File: src/rtl/serial_sub_if.sv
// Handshake and operand/result bundle for the bit-serial subtractor.
interface serial_sub_if #(
    parameter int WIDTH = 4
);
    logic             start;
    logic [WIDTH-1:0] a;
    logic [WIDTH-1:0] b;
    logic             b_in;
    logic             busy;
    logic             done;
    logic [WIDTH-1:0] diff;
    logic             b_out;

    modport master (
        output start, a, b, b_in,
        input  busy, done, diff, b_out
    );

    modport slave (
        input  start, a, b, b_in,
        output busy, done, diff, b_out
    );
endinterface

File: src/rtl/serial_sub.sv
// Bit-serial unsigned subtractor: diff = a - b - b_in, one bit per clock, LSB first.
// A request is accepted in IDLE or DONE, shifted for WIDTH edges, then the
// result and borrow-out are published together with a one-cycle done pulse.
module serial_sub #(
    parameter int WIDTH = 4
) (
    input  logic         clk,
    input  logic         rst_n,
    serial_sub_if.slave  bus
);

    localparam int CNT_W = $clog2(WIDTH + 1);

    typedef enum logic [1:0] {IDLE, SHIFT, DONE} state_t;

    state_t           state;
    state_t           state_nxt;
    logic [WIDTH-1:0] a_sr;
    logic [WIDTH-1:0] b_sr;
    logic             br;
    logic [CNT_W-1:0] cnt;
    logic [WIDTH-1:0] diff_q;
    logic             b_out_q;
    logic             res_bit;
    logic             borrow_nxt;
    logic             last;
    logic             accept;

    function automatic logic sub_bit(input logic ai, input logic bi, input logic bri);
        return ai ^ bi ^ bri;
    endfunction

    function automatic logic sub_borrow(input logic ai, input logic bi, input logic bri);
        return (~ai & bi) | (~ai & bri) | (bi & bri);
    endfunction

    assign res_bit    = sub_bit(a_sr[0], b_sr[0], br);
    assign borrow_nxt = sub_borrow(a_sr[0], b_sr[0], br);
    assign last       = (cnt == CNT_W'(WIDTH - 1));
    // A new request may be taken whenever no operation is shifting, including DONE.
    assign accept     = bus.start && (state != SHIFT);

    // State register.
    always_ff @(posedge clk or negedge rst_n) begin
        if (!rst_n) begin
            state <= IDLE;
        end else begin
            state <= state_nxt;
        end
    end

    // Next-state decode.
    always_comb begin
        state_nxt = state;
        case (state)
            IDLE:    if (bus.start) state_nxt = SHIFT;
            SHIFT:   if (last)      state_nxt = DONE;
            DONE:    state_nxt = bus.start ? SHIFT : IDLE;
            default: state_nxt = IDLE;
        endcase
    end

    // Handshake outputs decoded from the state alone.
    always_comb begin
        bus.busy = (state == SHIFT);
        bus.done = (state == DONE);
    end

    // Serial datapath; the minuend register doubles as the result register,
    // taking each result bit into its MSB as the operand bits leave at the LSB.
    always_ff @(posedge clk or negedge rst_n) begin
        if (!rst_n) begin
            a_sr    <= '0;
            b_sr    <= '0;
            br      <= 1'b0;
            cnt     <= '0;
            diff_q  <= '0;
            b_out_q <= 1'b0;
        end else if (accept) begin
            a_sr <= bus.a;
            b_sr <= bus.b;
            br   <= bus.b_in;
            cnt  <= '0;
        end else if (state == SHIFT) begin
            a_sr <= {res_bit, a_sr[WIDTH-1:1]};
            b_sr <= {1'b0, b_sr[WIDTH-1:1]};
            br   <= borrow_nxt;
            cnt  <= cnt + CNT_W'(1);
            if (last) begin
                diff_q  <= {res_bit, a_sr[WIDTH-1:1]};
                b_out_q <= borrow_nxt;
            end
        end
    end

    assign bus.diff  = diff_q;
    assign bus.b_out = b_out_q;

endmodule
File: src/flat_wrapper.sv
// flat-port wrapper written by rule: the top's interface ports become plain ports
module serial_sub_flat 
#(
    parameter int WIDTH = 4
)
  (clk, rst_n, bus_start, bus_a, bus_b, bus_b_in, bus_busy, bus_done, bus_diff, bus_b_out);
  serial_sub_if #(.WIDTH(WIDTH)) bus_i ();
  input  logic clk;
  input  logic rst_n;
  input wire logic [$bits(bus_i.start)-1:0] bus_start;
  input wire logic [$bits(bus_i.a)-1:0] bus_a;
  input wire logic [$bits(bus_i.b)-1:0] bus_b;
  input wire logic [$bits(bus_i.b_in)-1:0] bus_b_in;
  output wire logic [$bits(bus_i.busy)-1:0] bus_busy;
  output wire logic [$bits(bus_i.done)-1:0] bus_done;
  output wire logic [$bits(bus_i.diff)-1:0] bus_diff;
  output wire logic [$bits(bus_i.b_out)-1:0] bus_b_out;
  assign bus_i.start = bus_start;
  assign bus_i.a = bus_a;
  assign bus_i.b = bus_b;
  assign bus_i.b_in = bus_b_in;
  assign bus_busy = bus_i.busy;
  assign bus_done = bus_i.done;
  assign bus_diff = bus_i.diff;
  assign bus_b_out = bus_i.b_out;
  serial_sub #(.WIDTH(WIDTH)) u_core (.clk(clk), .rst_n(rst_n), .bus(bus_i));
endmodule
File: config.mk
export PLATFORM = sky130hd
export DESIGN_NAME = serial_sub_flat
export DESIGN_NICKNAME = d
export VERILOG_FILES = /design/src/rtl/serial_sub_if.sv /design/src/rtl/serial_sub.sv /design/src/flat_wrapper.sv
export SDC_FILE = /design/constraint.sdc
export NUM_CORES = 1
export LEC_CHECK = 0
export ABC_AREA = 1
export CELL_PAD_IN_SITES_DETAIL_PLACEMENT = 2
export CELL_PAD_IN_SITES_GLOBAL_PLACEMENT = 2
export CORE_ASPECT_RATIO = 1.25
export CORE_MARGIN = 5
export CORE_UTILIZATION = 32
export CTS_CLUSTER_SIZE = 8
export DETAILED_ROUTE_END_ITERATION = 7
export DONT_BUFFER_PORTS = 1
export GPL_TIMING_DRIVEN = 0
export PLACE_DENSITY = 0.67
export SETUP_SLACK_MARGIN = 0.1
export SLEW_MARGIN = 40
export SYNTH_ARGS = -nofsm -noshare
export SYNTH_HDL_FRONTEND = slang
export SYNTH_SLANG_ARGS = --single-unit
File: constraint.sdc
create_clock -name clk -period 1.2 [get_ports clk]
set_input_delay 0.3 -clock clk [delete_from_list [all_inputs] [get_ports clk]]
set_output_delay 0.3 -clock clk [all_outputs]
set_load 0.01 [all_outputs]
* Yosys cells after proc, flatten, opt, wreduce, memory -nomap -nowiden
Cells that the tools add are included.
Cells by class: $add $sub $neg 1, multiply operators 0, divide/modulo/power cells 0, $lt $le $gt $ge 0, eq/ne operators 6, shift operators 0, mux-type cells 12, bitwise gates (word level) 9, reduce and logical (&&, ||, !) cells 5
Operators by type and width (number):
- $mux W4 | 4
- $mux W3 | 2
- $pmux W2 S3 | 1
- $mux W2 | 2
- $ne A2 B1 Y1 const B | 2
- $add A3 B1 Y3 const B | 1
- $and A1 B1 Y1 | 3
- $eq A3 B2 Y1 const B | 1
- $mux W1 | 3
- $reduce_and A3 Y1 | 1
- $eq A2 B1 Y1 const B | 1
- $eq A2 B2 Y1 const B | 1
- $logic_not A2 Y1 | 1
- $ne A2 B2 Y1 const B | 1
- $not A1 Y1 | 2
- $or A1 B1 Y1 | 2
- $reduce_and A2 Y1 | 1
- $reduce_bool A2 Y1 | 1
- $xor A1 B1 Y1 | 2
- $logic_and A1 B1 Y1 | 1
Storage, ports and cells: register bits 19, bits in latches 0, RAM bits 0, bits in read-only memories 0, input bits 12, output and inout port bits 7, word-level logic and storage cells 40, memories 0

* Logic depth before layout (Yosys ltp)
word-level depth 6, depth in mapped cells 6, gate-level depth less buffers 6

* Worst setup path after synthesis
OpenSTA, ideal clock, no wires.
kind register to register, start register u_core.br, end register u_core.a_sr[3], library setup time 0.124 ns, arrival 1.058 ns, data required time 1.076 ns, path slack 0.018 ns, cell stages (with the launch flop) 5, path buffers 0, clock period less this slack 1.182 ns, path through dfrtp_1 > fa_1 > inv_1 > nand2_1 > nand3_1
On the way: longest elaborated chain between the ends 3
RTL lines:
- start, declared | line serial_sub.sv:20 | logic br;
- start signal, assigned | line serial_sub.sv:82 | br <= bus.b_in;
- start signal, assigned | line serial_sub.sv:87 | br <= borrow_nxt;
- $xor A1 B1 Y1 | line serial_sub.sv:30 | return ai ^ bi ^ bri;
- $mux W4 | line serial_sub.sv:84 | end else if (state == SHIFT) begin
- $mux W4 | line serial_sub.sv:79 | end else if (accept) begin
- end signal, assigned | line serial_sub.sv:80 | a_sr <= bus.a;
- end signal, assigned | line serial_sub.sv:85 | a_sr <= {res_bit, a_sr[WIDTH-1:1]};
- end, declared | line serial_sub.sv:18 | logic [WIDTH-1:0] a_sr;
Every way passes these cells. The select of a mux whose other input is x is not followed. A chain may end at the register's enable or synchronous reset.

* Worst setup path in the final report
start register u_core.state[1], end output bus_busy
On the way: longest elaborated chain between the ends 1
RTL lines:
- start, declared | line serial_sub.sv:16 | state_t state;
- start signal, assigned | line serial_sub.sv:48 | state <= state_nxt;
- $eq A2 B1 Y1 | line serial_sub.sv:65 | bus.busy = (state == SHIFT);
- end, declared | line flat_wrapper.sv:14 | output wire logic [$bits(bus_i.busy)-1:0] bus_busy;
Every way passes these cells.

==> summary.md <==
| Metric | Value |
|---|---|
| Global-route wire length before repair | 3950 um |
| Commonest non-fill, non-tap cell in the layout | nand3_1 |
| Nets@finish | 127 |
| Top-level I/O count | 19 |
| Dpl hpwl | 1540 um |
| Simple-gate portion of the synthesized area | 31.2% |
| Syn nets | 112 |
| Slew headroom | 69.4% |
| Internal Power | 1740 uW |
| Commonest cells after routing, fill and taps aside | nand3_1, nand2_1, dfrtp_1, buf_4, nand2_2 |
| Critical Path RT | 900 ps |
| Tcrit/Tclk final | 109% |
| Violated checks | setup timing |
| H-tree depth | 1 |
| Area of the multi-input gates | 385 sq um |
| Initial antenna violation count | 0 |
| Status | complete, but fails checks |
| Worst hold path class | input pin to flip-flop |
| Sequential share of power | 39.9% |
| Initial core utilization | 33.4% |
| Pwr Total | 2960 uW |
| CTS buffer count | 3 |
| CTS tree | yes |
| Final setup viols | 4 |
| DIE WIDTH | 57.3 um |
| Root Buffer | clkbuf_4 |
| Mean area per synthesized cell | 9.22 sq um |
| Wirelength, routed | 2260 um |
| Max-cap violations | 0 |
| DRT Pass-1 Iters | 2 |
| Vias in the first global route | 827 |
| Via density | 4.98 |
| Ys Warns | 0 |
| Num rows | 21 |
| Fmax | 764 MHz |
| Mux share of post-synthesis cell area | 0% |
| Comb pwr share | 48.5% |
| CP Max Fanout | 5 |
| Leak pwr | 0.000520 uW |
| Number of diodes | 0 |
| Worst slew pin tran | 459 ps |
| Final max-slew violation count | 0 |
| Clock Power Share | 11.6% |
| Overflow after GRT | 0 |
| Core Region | 2680 sq um |
| Post-synth top area share | 53.1% |
| Port Buffers | 0 |
| Sink Count | 19 |
| CTS Buffer Depth | 2 |
| Startpoint Class | flip-flop |
| Routed Antenna Nets | 0 |
| Post-synthesis sequential area ratio | 53.1% |
| Post-Syn Instances | 97 |
| Yosys reg bits | 19 |
| Initial drt markers | 8 |
| Combined flip-flop and latch cell area | 477 sq um |
| Global-route usage over all layers | 12.4% |
| Critical Path Slowest Stage Cell | dfrtp_1 |
| Vias | 722 |
| Cell taking the most area after synthesis | dfrtp_1 |
| Top cells by area, synth | dfrtp_1, nand3_1, nand2_1 |
| Combinational family with the most area after synthesis | simple AND/OR/NAND/NOR gates |
| Final worst clock skew | 6.45 ps |
| Yosys cell types | 15 |
| PwrDens | 2710 nW/um^2 |
| Largest delay contributor family on the critical path | flip-flops |
| Die area | 3960 sq um |
| Die Ht | 69.1 um |
| Final Hold Viols | 0 |
| Critical path's largest stage delay | 430 ps |
| RSZ-0062 raised after global routing | yes |
| Final min period | 1310 ps |
| Routed WL per cell | 15.6 um |
| Skew-Pair Late Insertion Delay | 300 ps |
| Share of cells above drive strength 1 | 29.7% |
| Crit path buf inv count | 1 |
| Setup Crit Path Kind | flip-flop to output port |
| Post-Synth Adder-Cell Area | 5.03% |
| Crit path DAT | 1010 ps |
| Max IR drop VDD | 1.05 mV |
| P_sw | 1220 uW |
| Pre-CTS setup slack | -48.5 ps |
| Final Core Density | 40.8% |
| Largest net degree at the start of global routing | 20 |
| DRC violations left | 0 |
| CP cell instances | nor2_4, buf_6 |
| Clk pin slew, worst setup/hold paths | 120 ps |
| Slack of the critical path | -108 ps |
| Critical path capture point type | output port |
| Switching share of power | 41.2% |
| Compound-Gate Fraction of Synth Area | 1.82% |
| Area grow syn2layout | 22.1% |
| RD Place Congestion | 0.699 |
| Cell Area, Synth | 895 sq um |
| Xor-xnor portion of the synthesized cell area | 0% |
| Fillers | 312 |
==> what timing repair did <==
item,CTS,global route
hold buffers,1,1
endpoints found under the hold margin,19,19
pin swaps,5,7
endpoints found under the setup margin,11,17
buffers inserted,5,2
cloned,1,0
gates resized for setup,11,6
==> cell usage after synthesis, drive strengths merged <==
cell,n
nand3,29
nand2,28
dfrtp,19
inv,7
buf,5
nor2,3
ha,2
o21ai,2
fa,1
o22ai,1
==> power groups by stage <==
stage                     clock [uW]  sequential (uW)  combinational [uW]
after floorplan                    0             1130                 849
after global placement             0             1180                1030
after detailed placement           0             1190                1090
after CTS                        348             1190                1370
after global routing             389             1220                1620
final                            344             1180                1440
==> layout make-up <==
class                   instances  share of cell area [%]
multi-input cells              66                    35.3
flip-flops and latches         19                    43.6
repair buffers                 10                    6.64
inverters                       7                    2.63
clock buffers                   4                    2.41
well taps                      34                    3.89
plain buffers                   5                    5.50
==> through the flow <==
step / setup TNS (ps) / hold WS (ps) / cells / cell area, sq um
global route: -833 / 114 / 145 / 1090
floorplan: 0 / 4.41 / 97 / 895
global placement: -2.80 / 5.20 / 131 / 937
finish: -236 / 121 / 145 / 1090
detailed placement: -245 / 5.09 / 131 / 937
CTS: -763 / 121 / 142 / 1050
==> cells by family (layout without fill, tap and decap cells) <==
| group | Yosys count | after routing |
|---|---|---|
| fa+ha+maj | 3 | 3 |
| buf+inv | 12 | 26 |
| simple gates | 60 | 60 |
| compound gates | 3 | 3 |
| flops | 19 | 19 |
==> routing by layer <==
metal,GRT usage [%],vias to the layer above,wire [um]
met5,0,-,0
met4,3.87,0,14
met3,2.43,2,92
met2,20.5,12,1110
met1,16.1,364,1030
li1,-,344,-
==> flip-flops by register name, indices dropped and copies added, names as in the netlist <==
signal / flops
u_core.a_sr: 4
u_core.bus.diff: 4
u_core.state: 2
u_core.bus.b_out: 1
u_core.b_sr: 4
u_core.cnt: 3
u_core.br: 1
==> worst paths after layout <==
path                       depth (start not counted)          endpoint       startpoint  slack [ps]
max                                                2          bus_busy  u_core.state[1]        -110
min                                                2    u_core.b_sr[3]         bus_b[3]         120
max reg2reg                                        4    u_core.a_sr[3]        u_core.br         -50
min reg2reg                                        2    u_core.b_sr[1]   u_core.b_sr[2]         520
max in group asynchronous                          2   u_core.state[0]            rst_n         400
min in group asynchronous                          2  u_core.bus.b_out            rst_n         460
Power figures use the tool's default switching activity.
